===== config.mk =====
export PLATFORM = sky130hd
export DESIGN_NAME = imm_rot_encoder
export DESIGN_NICKNAME = d
export VERILOG_FILES = /design/src/rtl/imm_rot_encoder.sv
export SDC_FILE = /design/constraint.sdc
export NUM_CORES = 1
export LEC_CHECK = 0
export ABC_AREA = 1
export CAP_MARGIN = 20
export CORE_ASPECT_RATIO = 0.8
export CORE_MARGIN = 3
export CORE_UTILIZATION = 57
export CTS_CLUSTER_DIAMETER = 100
export DETAILED_ROUTE_END_ITERATION = 12
export PLACE_DENSITY_LB_ADDON = 0.1
export SLEW_MARGIN = 30
export SYNTH_ARGS = -nofsm -noshare
export SYNTH_HDL_FRONTEND = slang
export SYNTH_SLANG_ARGS = --single-unit

===== constraint.sdc =====
create_clock -name clk_i -period 4.9 [get_ports clk_i]
set_input_delay 0.735 -clock clk_i [delete_from_list [all_inputs] [get_ports clk_i]]
set_output_delay 0.735 -clock clk_i [all_outputs]
set_load 0.02 [all_outputs]

===== src/rtl/imm_rot_encoder.sv =====
// Sequential rotated-immediate encoder: scans one even rotation per cycle and
// reports the lowest-rot {rot, imm8} encoding of a captured 32-bit constant.
module imm_rot_encoder #(
    parameter bit EARLY_EXIT = 1'b1
) (
    input  logic        clk_i,
    input  logic        reset_i,
    input  logic        req_valid_i,
    output logic        req_ready_o,
    input  logic [31:0] req_value_i,
    output logic        rsp_valid_o,
    input  logic        rsp_ready_i,
    output logic        rsp_ok_o,
    output logic [11:0] rsp_imm12_o,
    output logic        busy_o
);

    typedef enum logic [1:0] {IDLE, SCAN, DONE} state_e;

    state_e      state_q, state_d;
    logic [3:0]  r_q, r_d;
    logic [31:0] val_q, val_d;
    logic        match_q, match_d;
    logic [11:0] imm12_q, imm12_d;

    logic [4:0]  shamt;
    logic [31:0] cand;
    logic        hit;

    // val_q rotated left by 2*r; a shift of 32 yields 0, so r=0 passes val_q through
    assign shamt = {r_q, 1'b0};
    assign cand  = (val_q << shamt) | (val_q >> (6'd32 - {1'b0, shamt}));
    assign hit   = (cand[31:8] == 24'd0);

    always_comb begin
        state_d = state_q;
        r_d     = r_q;
        val_d   = val_q;
        match_d = match_q;
        imm12_d = imm12_q;
        case (state_q)
            IDLE: begin
                if (req_valid_i) begin
                    state_d = SCAN;
                    val_d   = req_value_i;
                    r_d     = 4'd0;
                    match_d = 1'b0;
                    imm12_d = 12'd0;
                end
            end
            SCAN: begin
                // only the first (lowest r) match is kept
                if (hit && !match_q) begin
                    match_d = 1'b1;
                    imm12_d = {r_q, cand[7:0]};
                end
                if (r_q == 4'd15 || (EARLY_EXIT && hit)) begin
                    state_d = DONE;
                end else begin
                    r_d = r_q + 4'd1;
                end
            end
            DONE: begin
                if (rsp_ready_i) begin
                    state_d = IDLE;
                    r_d     = 4'd0;
                end
            end
            default: state_d = IDLE;
        endcase
    end

    always_ff @(posedge clk_i) begin
        if (!reset_i) begin
            state_q <= IDLE;
            r_q     <= 4'd0;
            val_q   <= 32'd0;
            match_q <= 1'b0;
            imm12_q <= 12'd0;
        end else begin
            state_q <= state_d;
            r_q     <= r_d;
            val_q   <= val_d;
            match_q <= match_d;
            imm12_q <= imm12_d;
        end
    end

    assign req_ready_o = (state_q == IDLE);
    assign busy_o      = (state_q != IDLE);
    assign rsp_valid_o = (state_q == DONE);
    assign rsp_ok_o    = match_q;
    assign rsp_imm12_o = imm12_q;

endmodule


* Yosys cells after proc, flatten, opt, wreduce, memory -nomap -nowiden
Index checks and enable logic that the tools add are counted.
Operators by class: bitwise gates (word level) 1, reduce and logical (&&, ||, !) cells 12, multiplexer cells 14, eq/ne operators 8, $add $sub $neg 2, shift operators 2
Operators by type and width (number):
- OR 32 bit | 1
- << shifter 32 x 5 -> 32 bit | 1
- right shift 32 x 6 -> 32 bit | 1
- zero test 24 bit | 1
- two-way mux 12 bit | 2
- case mux 12 bit (2 select lines) | 1
- two-way mux 4 bit | 3
- case mux 4 bit (3 select lines) | 1
- inequality test 2 bit (second input constant) | 4
- two-way mux 2 bit | 3
- case mux 2 bit (3 select lines) | 1
- AND reduction 3 bit | 2
- subtractor 6 x 5 -> 6 bit (first input constant) | 1
- adder 4 x 1 -> 4 bit (second input constant) | 1
- equality test 4 bit (second input constant) | 1
- AND reduction 4 bit | 1
- nonzero test 2 bit | 2
- nonzero test 3 bit | 1
- equality test 2 x 1 -> 1 bit (second input constant) | 1
- equality test 2 bit (second input constant) | 1
- zero test 2 bit | 1
- two-way mux 1 bit | 2
- inequality test 2 x 1 -> 1 bit (second input constant) | 1
- case mux 1 bit (2 select lines) | 1
- 4 further kinds | 4
Word-level totals: register bits after elaboration 51, logic and storage cells 44

* Longest topological paths before layout
depth in word-level cells 7, depth in mapped cells 22, mapped depth without buffers 19

* Least setup slack after synthesis
Ideal clock, no wire load.
kind reg-to-reg, from register r_q[1], to register imm12_q[4] (netlist: rsp_imm12_o[4]), arrival time 2.414 ns, period minus slack after synthesis 2.526 ns, library setup time 0.113 ns, slack 2.374 ns, data required time 4.787 ns, cell stages (with the launch flop) 22, cell sequence dfxtp_1 -> inv_2 -> buf_6 -> buf_6 -> ha_1 -> clkbuf_1 -> nand3_1 -> nand2_1 -> nand2_1 -> nand2_1 -> nand2_1 -> nor2_1 -> nand3_1 -> nand2_1 -> nand2_1 -> nand2_2 -> nand3_2 -> nand2_2 -> buf_6 -> nand2_1 -> nand2_1 -> nor2_1
On the way: longest elaborated chain between the ends 7
Ends and longest elaborated chain:
- start: declaration | line 21 | logic [3:0] r_q, r_d;
- start signal: assignment | line 82 | r_q <= r_d;
- subtractor 6 x 5 -> 6 bit | line 32 | assign cand = (val_q << shamt) | (val_q >> (6'd32 - {1'b0, shamt}));
- right shift 32 x 6 -> 32 bit | line 32
- OR 32 bit * | line 32
- zero test 24 bit | line 33 | assign hit = (cand[31:8] == 24'd0);
- logical AND 1 bit | line 53 | if (hit && !match_q) begin
- inequality test 2 bit (no source line)
- AND reduction 3 bit (no source line)
- end signal: assignment | line 85 | imm12_q <= imm12_d;
- end: declaration | line 24 | logic [11:0] imm12_q, imm12_d;
Mark *: on every way between the ends. The rest lies on a longest branch, timed or not. The select of a mux whose other input is x is not followed. A chain may end at the register's enable or synchronous reset.

* Worst setup path in the final report
from register r_q[1], to register imm12_q[10] (netlist: rsp_imm12_o[10])
On the way: longest elaborated chain between the ends 7
Ends and longest elaborated chain (line):
- subtractor 6 x 5 -> 6 bit | 32
- right shift 32 x 6 -> 32 bit | 32
- OR 32 bit * | 32
- zero test 24 bit * | 33
- logical AND 1 bit * | 53
- inequality test 2 bit (no source line) *
- AND reduction 3 bit (no source line) *
Mark *: on every way between the ends. The rest lies on a longest branch, timed or not.

==> implementation parameters <==
Parameter                              Value

Outcome
  Outcome    completed

Critical path
  Type of destination of the critical path    flip-flop
  Worst reg2reg setup slack    0.92 ns
  Worst Setup EP    rsp_imm12_o[10]
  Crit path max fanout    32
  Launch point of the worst path    r_q[1]
  Reg2reg start    r_q[1]
  Capturing point of the worst reg2reg path    rsp_imm12_o[10]
  Required time worst endpoint    5.11 ns
  Worst Setup Path Type    flip-flop to flip-flop
  Critical Path Start Type    flip-flop
  Worst EP arrival    4.19 ns
  Cell depth of the worst flop-to-flop path    20

Synth
  XOR/XNOR share of the synthesized area    0.409%
  Sequential cell area fraction in the yosys report    25.7%
  Avg Synthesized Cell Area    5.80 sq um
  Gate Count Post-Synth    686
  #FFs+latches synth    51
  Number of synthesis warnings    0
  Synth Area in Adders    0.629%
  Largest family of logic cells by synthesized area    simple AND/OR/NAND/NOR gates
  Post-synthesis share of cell area spent on and, or, nand and nor gates    52.4%
  Multiplexer fraction of the synthesized cell area    0%
  Number of distinct library cells after synthesis    30
  Mapped cell area    3980 sq um
  Synthesized netlist net count    724
  Compound-cell area share of the yosys netlist    12.2%

STA
  Worst Tran Pin Value    0.924 ns
  Final-report hold violation count    0
  Highest achievable clock rate    0.252 GHz
  Final setup violation count    0
  Period utilisation layout    81.1%
  Max Slew Vio Count    0
  TNS Setup    0 ns
  Final Hold Slack    0.467 ns
  Setup repair after global routing missed its margin    no
  Worst slew margin relative to its limit    38.4%
  Clk_skew    0.00927 ns
  Post-layout min period    3.98 ns

Placement
  Routability cong.    0.964
  Total of buffers placed on input and output ports    51
  HPWL after detailed placement    8350 microns

Clock tree
  Total number of clock tree sinks    51
  Clock H-tree levels    2
  Clock transition at the register clock pins on the worst setup and hold paths after CTS    0.10 ns
  Setup fix buffers added after clock tree synthesis    0
  Post-CTS sizing    0
  Number of buffers inserted by hold repair at cts    0
  CTS root buf    sky130_fd_sc_hd__clkbuf_8
  Clock latency of the later-clocked register in the worst-skew pair    0.32 ns
  Maximum buffer depth of the clock tree    2
  CTS buffer count    5
  Clock tree from TritonCTS    yes

Routing
  Post-detailed-routing wire length    11700 microns
  Antenna violation net count after detailed routing    0
  Via-per-instance ratio    5.86
  Detailed router's first-iteration violation count    589
  Total number of vias    4653
  Number of design rule violations left after detail routing    0
  Average wire per standard cell    14.7 microns
  Pre-antenna DRT Iters    6

Final layout
  Layout overhead on the synthesized area    12.9%
  Post-layout net count    747
  Number of fillers in the final layout    622
  Area taken by flip-flops and latches    1020 sq um
  # diodes    0
  Share of layout cells above drive strength 1    6.90%
  Most frequent cells in the layout    sky130_fd_sc_hd__nand2_1, sky130_fd_sc_hd__nand3_1, sky130_fd_sc_hd__nor2_1
  Utilization after layout    68.3%
  Area of the multi-input gates    2610 sq um
  Most frequent standard cell in the layout excluding fill and tap cells    sky130_fd_sc_hd__nand2_1

Floorplan
  Total number of placement rows    26
  Die height    80.7 microns
  Die ar.    8020 sq um
  Core region area    6570 sq um
  Starting utilization of the core area    60.5%
  Horizontal die dimension    99.4 microns
  Top Ports    52

Power and ir drop
  Ratio of total power to cell area    370 nW/um^2
  VDD IR max    0.176 mV
  LEAKAGE    2.09 nW

Global route
  GRT Resource Usage Total    30.2%
  Wire length of the first global-routing pass    19800 microns
  Number of global-route vias before repair    4157
  Total overflow reported by the global router    0
  Initial antenna violation count    0
  Pin count of the biggest net entering global routing    46

Hold path
  Hold Crit Class    flip-flop to flip-flop

Job
  Number of maximum-capacitance constraint violations    0
-- worst max-delay path, stage by stage, from the launching register on --
cell and delay [ns]:
sky130_fd_sc_hd__dfxtp_1 0.32, sky130_fd_sc_hd__buf_4 0.21, sky130_fd_sc_hd__inv_2 0.45, sky130_fd_sc_hd__ha_1 0.34
sky130_fd_sc_hd__buf_4 0.23, sky130_fd_sc_hd__inv_1 0.70, sky130_fd_sc_hd__nand3_1 0.17, sky130_fd_sc_hd__nand2_1 0.14
sky130_fd_sc_hd__nand2_1 0.07, sky130_fd_sc_hd__nand2_1 0.11, sky130_fd_sc_hd__nand2_1 0.06, sky130_fd_sc_hd__nor2_1 0.13
sky130_fd_sc_hd__nand3_1 0.09, sky130_fd_sc_hd__nand2_1 0.06, sky130_fd_sc_hd__nand2_1 0.06, sky130_fd_sc_hd__nand2_2 0.11
sky130_fd_sc_hd__nand3_2 0.11, sky130_fd_sc_hd__nand2_2 0.23, sky130_fd_sc_hd__inv_2 0.12, sky130_fd_sc_hd__nor2_1 0.11
sky130_fd_sc_hd__nor2_1 0.05
-- through the flow --
stage	instance area (sq um)	instances	worst slack (ns)	total power (W)
6_report	4490	794	0.925	0.00166
5_1_grt	4490	794	0.489	0.00180
4_1_cts	4490	794	1.05	0.00164
3_5_place_dp	4390	786	1.07	0.00137
3_3_place_gp	4390	786	1.16	0.00136
2_1_floorplan	3980	686	2.37	0.00119
-- synth_stat cells --
master	instances	area, sq um
sky130_fd_sc_hd__nor2_4	1	11.3
sky130_fd_sc_hd__xnor2_2	1	16.3
sky130_fd_sc_hd__o21ai_0	51	255
sky130_fd_sc_hd__buf_6	7	78.8
sky130_fd_sc_hd__clkinv_1	1	3.75
sky130_fd_sc_hd__clkbuf_1	12	45.0
sky130_fd_sc_hd__nand4_2	1	12.5
sky130_fd_sc_hd__nor2_1	103	387
sky130_fd_sc_hd__and2_1	6	37.5
sky130_fd_sc_hd__nand2_1	205	769
sky130_fd_sc_hd__o21ai_1	7	35.0
sky130_fd_sc_hd__nor4_1	1	6.26
sky130_fd_sc_hd__o211ai_1	12	90.1
sky130_fd_sc_hd__buf_4	2	15.0
sky130_fd_sc_hd__nand4_1	11	68.8
sky130_fd_sc_hd__nand2_4	3	33.8
sky130_fd_sc_hd__nand2_2	20	125
sky130_fd_sc_hd__inv_6	1	8.76
sky130_fd_sc_hd__inv_2	5	18.8
sky130_fd_sc_hd__ha_1	2	25.0
sky130_fd_sc_hd__nand3_1	124	621
sky130_fd_sc_hd__o21ai_2	2	17.5
sky130_fd_sc_hd__dfxtp_1	51	1020
sky130_fd_sc_hd__buf_8	1	15.0
sky130_fd_sc_hd__nand3_2	1	10.0
sky130_fd_sc_hd__a21oi_1	16	80.1
sky130_fd_sc_hd__o31ai_1	1	7.51
sky130_fd_sc_hd__buf_1	3	11.3
sky130_fd_sc_hd__inv_1	20	75.1
sky130_fd_sc_hd__buf_2	15	75.1
-- power by group --
| part | switching, W | internal, W |
|---|---|---|
| combinational | 0.000589 | 0.000300 |
| clock | 0.000155 | 0.000116 |
| sequential | 0.0000459 | 0.000455 |
-- cell type report --
class	instances	area share, %
repair buffers	56	12.2
multi-input cells	568	58.1
clock inverters	2	0.362
clock buffers	6	1.84
inverters	27	2.37
flip-flops and latches	51	22.7
well taps	84	2.34
-- sequential cells by signal, summed over array words and instances (netlist names) --
signal / flops
rsp_ok_o: 1
rsp_imm12_o: 12
val_q: 32
r_q: 4
state_q: 2
-- worst min path at each step --
stage,startpoint,slack (ns),end,cells after the start
finish,rsp_imm12_o[3],0.47,rsp_imm12_o[3],2
global route,rsp_imm12_o[3],0.51,rsp_imm12_o[3],2
CTS,rsp_imm12_o[3],0.47,rsp_imm12_o[3],2
detailed placement,rsp_imm12_o[3],0.45,rsp_imm12_o[3],2
global placement,rsp_imm12_o[2],0.45,rsp_imm12_o[2],2
floorplan,val_q[31],0.46,val_q[31],2
-- per-layer routing --
metal	global-route usage, %	routed length [microns]	vias up
met3	5.64	1160	27
li1	-	-	2307
met1	42.9	5260	2056
met2	45.8	4940	263
met5	0	0	-
met4	10.5	316	0
-- logic make-up after synthesis --
group,after synthesis
DFF,51
AOI/OAI and AO/OA,89
and+or+nand+nor,476
buffers and inverters,67
xor gates and xnor gates,1
adders and majority gates,2
(Power assumes the default switching activity.)
